===== config.mk =====
export PLATFORM = sky130hd
export DESIGN_NAME = usr_seq
export DESIGN_NICKNAME = d
export VERILOG_FILES = /design/src/rtl/usr_seq.sv
export SDC_FILE = /design/constraint.sdc
export NUM_CORES = 1
export LEC_CHECK = 0
export ABC_AREA = 0
export BUFFER_PORTS_ARGS = -buffer_cell sky130_fd_sc_hd__clkbuf_2
export CORE_MARGIN = 4
export CORE_UTILIZATION = 49
export DETAILED_ROUTE_END_ITERATION = 8
export PLACE_DENSITY = 0.81
export SYNTH_ARGS = -nofsm -noshare
export SYNTH_HDL_FRONTEND = slang
export SYNTH_SLANG_ARGS = --single-unit

===== constraint.sdc =====
create_clock -name clk -period 2.6 [get_ports clk]
set_clock_uncertainty 0.05 [all_clocks]
set_input_delay 0.13 -clock clk [delete_from_list [all_inputs] [get_ports clk]]
set_output_delay 0.13 -clock clk [all_outputs]
set_load 0.01 [all_outputs]

===== src/rtl/usr_seq.sv =====
// Command sequencer for a W-bit universal shift register: loads a word and
// shifts it out (TX) or shifts a word in and returns it (RX), DIV clocks per bit.
module usr_seq #(
  parameter int W   = 4,
  parameter int DIV = 2
) (
  input  logic         clk,
  input  logic         rst_n,
  input  logic         cmd_valid,
  output logic         cmd_ready,
  input  logic         cmd_op,
  input  logic         cmd_msb_first,
  input  logic [W-1:0] cmd_data,
  input  logic         abort,
  input  logic         ser_in,
  output logic         ser_out,
  output logic         bit_valid,
  output logic         rsp_valid,
  input  logic         rsp_ready,
  output logic [W-1:0] rsp_data,
  output logic [1:0]   usr_s,
  output logic [W-1:0] usr_din,
  output logic         usr_sil,
  output logic         usr_sir,
  input  logic [W-1:0] usr_q
);

  localparam int CNT_W = $clog2(W + 1);
  localparam int DIV_W = (DIV > 1) ? $clog2(DIV) : 1;

  localparam logic [1:0] ST_IDLE  = 2'd0;
  localparam logic [1:0] ST_LOAD  = 2'd1;
  localparam logic [1:0] ST_SHIFT = 2'd2;
  localparam logic [1:0] ST_RESP  = 2'd3;

  localparam logic [1:0] MODE_LOAD  = 2'b00;
  localparam logic [1:0] MODE_LEFT  = 2'b01;
  localparam logic [1:0] MODE_RIGHT = 2'b10;
  localparam logic [1:0] MODE_HOLD  = 2'b11;

  localparam logic [CNT_W-1:0] BIT_LAST = CNT_W'(W - 1);
  localparam logic [DIV_W-1:0] DIV_LAST = DIV_W'(DIV - 1);

  logic [1:0]       state_reg, state_next;
  logic             op_reg;
  logic             msb_first_reg;
  logic [W-1:0]     data_reg;
  logic [CNT_W-1:0] bit_cnt_reg, bit_cnt_next;
  logic [DIV_W-1:0] div_cnt_reg, div_cnt_next;

  logic in_idle, in_load, in_shift, in_resp;
  logic cmd_fire;
  logic shift_cycle;
  logic last_bit;

  assign in_idle  = (state_reg == ST_IDLE);
  assign in_load  = (state_reg == ST_LOAD);
  assign in_shift = (state_reg == ST_SHIFT);
  assign in_resp  = (state_reg == ST_RESP);

  assign cmd_fire = in_idle && cmd_valid;

  // An abort suppresses the shift that would otherwise happen in the same cycle.
  assign shift_cycle = in_shift && (div_cnt_reg == DIV_LAST) && !abort;
  assign last_bit    = (bit_cnt_reg == BIT_LAST);

  always_comb begin
    state_next = state_reg;
    case (state_reg)
      ST_IDLE: begin
        if (cmd_fire) begin
          state_next = ST_LOAD;
        end
      end
      ST_LOAD: begin
        state_next = abort ? ST_IDLE : ST_SHIFT;
      end
      ST_SHIFT: begin
        if (abort) begin
          state_next = ST_IDLE;
        end else if (shift_cycle && last_bit) begin
          state_next = ST_RESP;
        end
      end
      ST_RESP: begin
        if (rsp_ready) begin
          state_next = ST_IDLE;
        end
      end
      default: state_next = ST_IDLE;
    endcase
  end

  always_comb begin
    bit_cnt_next = bit_cnt_reg;
    div_cnt_next = div_cnt_reg;
    if (in_load || (in_shift && abort)) begin
      bit_cnt_next = '0;
      div_cnt_next = '0;
    end else if (shift_cycle) begin
      bit_cnt_next = bit_cnt_reg + CNT_W'(1);
      div_cnt_next = '0;
    end else if (in_shift) begin
      div_cnt_next = div_cnt_reg + DIV_W'(1);
    end
  end

  always_ff @(posedge clk or negedge rst_n) begin
    if (!rst_n) begin
      state_reg   <= ST_IDLE;
      bit_cnt_reg <= '0;
      div_cnt_reg <= '0;
    end else begin
      state_reg   <= state_next;
      bit_cnt_reg <= bit_cnt_next;
      div_cnt_reg <= div_cnt_next;
    end
  end

  always_ff @(posedge clk or negedge rst_n) begin
    if (!rst_n) begin
      op_reg        <= 1'b0;
      msb_first_reg <= 1'b0;
      data_reg      <= '0;
    end else if (cmd_fire) begin
      op_reg        <= cmd_op;
      msb_first_reg <= cmd_msb_first;
      data_reg      <= cmd_data;
    end
  end

  always_comb begin
    usr_s = MODE_HOLD;
    if (in_load && !abort) begin
      usr_s = MODE_LOAD;
    end else if (shift_cycle) begin
      usr_s = msb_first_reg ? MODE_LEFT : MODE_RIGHT;
    end
  end

  // RX loads zero so the received word is built on a clean register.
  assign usr_din = (in_load && !op_reg) ? data_reg : '0;

  assign ser_out = (in_shift && !op_reg) ?
                   (msb_first_reg ? usr_q[W-1] : usr_q[0]) : 1'b0;

  assign usr_sil = (in_shift && op_reg &&  msb_first_reg) ? ser_in : 1'b0;
  assign usr_sir = (in_shift && op_reg && !msb_first_reg) ? ser_in : 1'b0;

  assign cmd_ready = in_idle;
  assign bit_valid = in_shift;
  assign rsp_valid = in_resp;
  assign rsp_data  = in_resp ? usr_q : '0;

endmodule


Word level (Yosys, flattened, before mapping)
Index checks and enable logic that the tools add are counted.
Operators by class
  $add $sub $neg: 2
  equality and inequality tests: 7
  muxes and demuxes: 20
  reduce and logical (&&, ||, !) cells: 19
Operators with widths (count)
  $mux W2: 8
  $logic_and A1 B1 Y1: 11
  $mux W4: 2
  $pmux W2 S4: 1
  $mux W1: 7
  $mux W3: 2
  $eq A2 B2 Y1 const B: 2
  $add A3 B1 Y3 const B: 1
  $eq A3 B2 Y1 const B: 1
  $logic_not A1 Y1: 3
  $ne A3 B2 Y1 const B: 1
  $reduce_and A3 Y1: 1
  $reduce_bool A3 Y1: 1
  $eq A2 B1 Y1 const B: 1
  $logic_not A2 Y1: 1
  $ne A2 B1 Y1 const B: 1
  $ne A2 B2 Y1 const B: 1
  $reduce_bool A2 Y1: 1
  $add A1 B1 Y1 const B: 1
  $logic_or A1 B1 Y1: 1
Storage, ports and cells
  register bits after elaboration: 12
  logic and storage cells: 54

Depth between registers and ports, before layout
  word-level depth: 7
  mapped depth: 6

Worst setup path before layout
OpenSTA, ideal clock, no wires.
  kind: register -> register
  start: register state_reg[0]
  end: register state_reg[1]
  setup time: 144 ps
  data arrival time: 1414 ps
  data required time: 2406 ps
  setup slack: 992 ps
  stages on the path, launching flop included: 7
  buffers on the path: 1
  clock period less this slack: 1608 ps
  cells stage by stage: dfrtp_1 inv_1 ha_1 buf_6 nor2b_4 a222oi_1 o32ai_1
On the way
  cells in the longest elaborated chain, start to end: 6
RTL lines
  start: declaration: RTL line 44  | logic [1:0] state_reg, state_next;
  start signal: assignment: RTL line 114  | state_reg <= state_next;
  $eq A2 B2 Y1 (*): RTL line 58  | assign in_shift = (state_reg == ST_SHIFT);
  via bit_valid: RTL line 17  | output logic bit_valid,
  $logic_and A1 B1 Y1 (2 in series): RTL line 64  | assign shift_cycle = in_shift && (div_cnt_reg == DIV_LAST) && !abort;
  $logic_and A1 B1 Y1: RTL line 81  | end else if (shift_cycle && last_bit) begin
  $ne A3 B2 Y1 (no line)
  $reduce_and A3 Y1 (no line)
The timed path passes the listed nets; every way through them passes the cells marked *.
A chain may end at the register's enable or synchronous reset.

Worst setup path after layout
  start: register state_reg[1]
  end: output usr_din[2]
On the way
  cells in the longest elaborated chain, start to end: 3
RTL lines
  $eq A2 B1 Y1: RTL line 57  | assign in_load = (state_reg == ST_LOAD);
  $logic_and A1 B1 Y1: RTL line 142  | assign usr_din = (in_load && !op_reg) ? data_reg : '0;
  $mux W4: RTL line 142
  end: declaration: RTL line 22  | output logic [W-1:0] usr_din,
Every way passes these cells.

==> results summary <==
The flow ran to the end, and the final reports show no timing, DRC or antenna violations. Entering global routing, the biggest net connects 13 pins. Relative to the synthesized area, the layout overhead comes to 26.7%.

The synthesized design contains 0 enable-type register cells. The final antenna diode count is 0. STA puts the critical path data arrival time at about 1.7 ns.

The commonest non-fill, non-tap cell in the layout is clkbuf_2. For the final routed database, the setup TNS stands at 0 ns. The critical path data required time is 2.42 ns. The met3 routing resource usage after global routing is under 10%. The path depth of the worst reg2reg path came out at 5. The number of routed nets with antenna violations came out at 0.

The cell with the largest stage delay on the worst path is dfrtp_1. CTS built an H-tree with a depth of 1. The most crowded layer after global routing is met2.

The time the worst path needs with I/O delays and setup is 1.87 ns. Of all nets on the critical path, the largest fanout is 5. The worst voltage drop across the vdd grid is 698 µV. The number of nets produced by synthesis came out at 98.

Of the synthesized area, sequential elements account for 39.0%. The total placed instance area came out at around 930 µm². Overall power consumption after layout is estimated at 873 µW. The routability-driven placement congestion ratio is 0.854. The most prevalent standard cell on the critical path is inv_1. The number of buffers added on ports is 31. Pin placement for this block handled 32 I/O pins. The count of buffering cells on the critical path with inverters included came out at 3.

For this run, design rule violations remaining after detail routing come to 0. The floorplan step defined a core boundary enclosing 1490 µm². The path type of the worst setup path is flop to output pin. The most critical setup path has its startpoint at state_reg[1]. The clock tree from TritonCTS is done. Setup repair after global routing left no endpoint under its margin. At the end of the flow the core is filled with cells to roughly two thirds. After filler insertion, the fill cell instance count of the layout stands at approximately 120. The count of hold-fix buffers inserted at cts came out at 1. In the final routed layout, each cell accounts on average for around 14 µm. The post-synthesis async set-or-reset flop share is 100%. Summing all multi-input logic gate instances after layout gives 423 µm². The number of setup buffers added after CTS is 0. The maximum clock path buffer count came out at 2. The number of library cell types mapped by synthesis is 26. The worst flop-to-flop path endpoint is state_reg[1]. The initial antenna violation count was 0. Synthesis inferred 12 register bits. For this run, global-route usage on met2 was measured as 25.9%. The fraction of final layout cells with drive strength greater than 1 came out at between 40% and 50%.

The dominant register cell in the synthesized netlist is dfrtp_1. The post-synth design cell area is 769 µm². The category of the worst setup path launch point is a flop. The cell family with the largest share of critical-path delay is flip-flops.

The flip-flop count of the largest register, all copies and words added came out at 4. The final-report max-slew violation count is 0. The pin slew with the least headroom to its limit is 0.378 ns.

The total wire length is 1.69 mm. After routing the design area is 975 µm². The final-report setup violation count came out at 0. The path with the worst hold slack has its endpoint at data_reg[1].

In this run the static leakage power is 0.502 nW. The first-pass iteration count of the detailed router came out at 4. The worst path uses between 70% and 80% of the clock period. In this run, the number of DRC markers left after iteration 0 of detailed routing was 8. The path type of the worst min-delay path is primary input to flop.

The number of global-route vias before repair is 647. The clock-pin slew on the worst setup and hold paths is approximately 0.070 ns. The total overflow left after global routing is 0. The number of maximum-capacitance violations is 0. The total die area came out at 2270 µm². After legalization and detailed placement, the total HPWL measured 1.35 mm. The chip width came out at 47.6 µm. The global-route wire length before repair came out at 2.62 mm. The register area came out at 300 µm². Once the floorplan was initialized, standard cells occupied 51.7% of the core. The final route contains 669 vias. The mean cell area of the mapped netlist came out at a little over 10 µm². In the routed layout, each cell is associated on average with a via count of 5.35. The highest achievable clock rate is 0.535 GHz. Synthesis handed over a netlist of 75 instances. Across every metal layer, demand over resource in global routing totals 16.4%.

Once the clock tree was built, the resizer swapped 0 gates to a different size. The net count of the finished layout is 133. The global routing usage on met1 is 20.8%.

In this run the critical register-to-register path is launched from state_reg[0]. The number of failing hold endpoints at the final stage came out at 0. The cell depth of the worst hold path came out at 2. The worst slew margin relative to its limit is about three quarters.

Power spread over the standard cell area amounts to 896 nW/µm². In the layout the commonest cells are 31 x clkbuf_2, 12 x dfrtp_1, 8 x inv_1, 8 x and2_1, 8 x mux2_2. The final worst hold slack came out at 0.0420 ns.

Walking the worst path, the cells encountered are inv_1 > ha_1 > inv_1 > nor2_1 > and2_1 > clkbuf_2. The total clock sinks came out at 12. The worst setup path is captured at an output pin. The root buffer cell is clkbuf_4. The y dimension of the die is roughly 48 µm.

In this run the most critical hold path is launched from cmd_data[1]. The worst-skew pair later-pin latency came out at 0.27 ns. For this run, the slowest stage of the critical path takes approximately 0.42 ns.

The clock buffer count from CTS came out at 3. The number of synthesis warnings is 0. The worst register-to-register path has a setup slack of 0.85 ns. After floorplanning, the core was divided into 14 placement rows.
how the worst max path moves through the flow:
stage | slack (ns) | cells past startpoint | endpoint
final | 0.73 | 6 | usr_din[2]
after global placement | 0.99 | 5 | state_reg[1]
after detailed placement | 0.89 | 5 | state_reg[1]
after floorplan | 0.99 | 6 | state_reg[1]
after global routing | 0.61 | 5 | ser_out
after CTS | 0.71 | 6 | usr_din[2]
Yosys cell counts (2+ instances only):
cell / count / area (µm²)
ha_1: 7 / 87.6
mux2i_1: 2 / 20.0
dfrtp_1: 12 / 300
inv_1: 8 / 30.0
mux2_2: 8 / 90.1
and2_1: 8 / 50.1
nand3_1: 2 / 10.0
nand2_1: 3 / 11.3
o21ai_0: 3 / 15.0
nor2_1: 5 / 18.8
a21oi_1: 2 / 10.0
power by group:
group	leakage (nW)	total, mW	internal, mW	switching [mW]
Combinational	0.331	0.405	0.206	0.199
Clock	0.0210	0.143	0.0851	0.0584
Sequential	0.150	0.325	0.258	0.0669
Total	0.502	0.873	0.549	0.324
metal layers:
metal	vias up	wire length [µm]
met2	29	833
met1	306	714
met3	6	109
met4	0	31
met5	-	0
li1	328	-
worst reg2reg max path, cell delays in order (launching register included):
cell and delay [ns]:
dfrtp_1 0.41, inv_1 0.10, ha_1 0.31, nor2b_4 0.17, a222oi_1 0.39, o32ai_1 0.18
area by class of cell:
type                       instances  share of cell area (%)
sequential                        12                    30.8
clock buffer                       4                    3.72
inverter                           8                    3.08
tap                               16                    2.05
timing repair buffer              32                    16.9
multi-input combinational         53                    43.4
cells by family after synthesis:
group | synth area share [%]
buffers and inverters | 6.02
adders and majority gates | 11.4
muxes | 14.3
and+or+nand+nor | 17.7
DFF | 39.0
AOI/OAI and AO/OA | 11.5
through the flow:
stage	worst slack, ns	cells
6_report	0.729	125
5_1_grt	0.608	125
4_1_cts	0.715	125
3_5_place_dp	0.894	120
3_3_place_gp	0.986	120
2_1_floorplan	0.992	75
(Power assumes the default switching activity.)
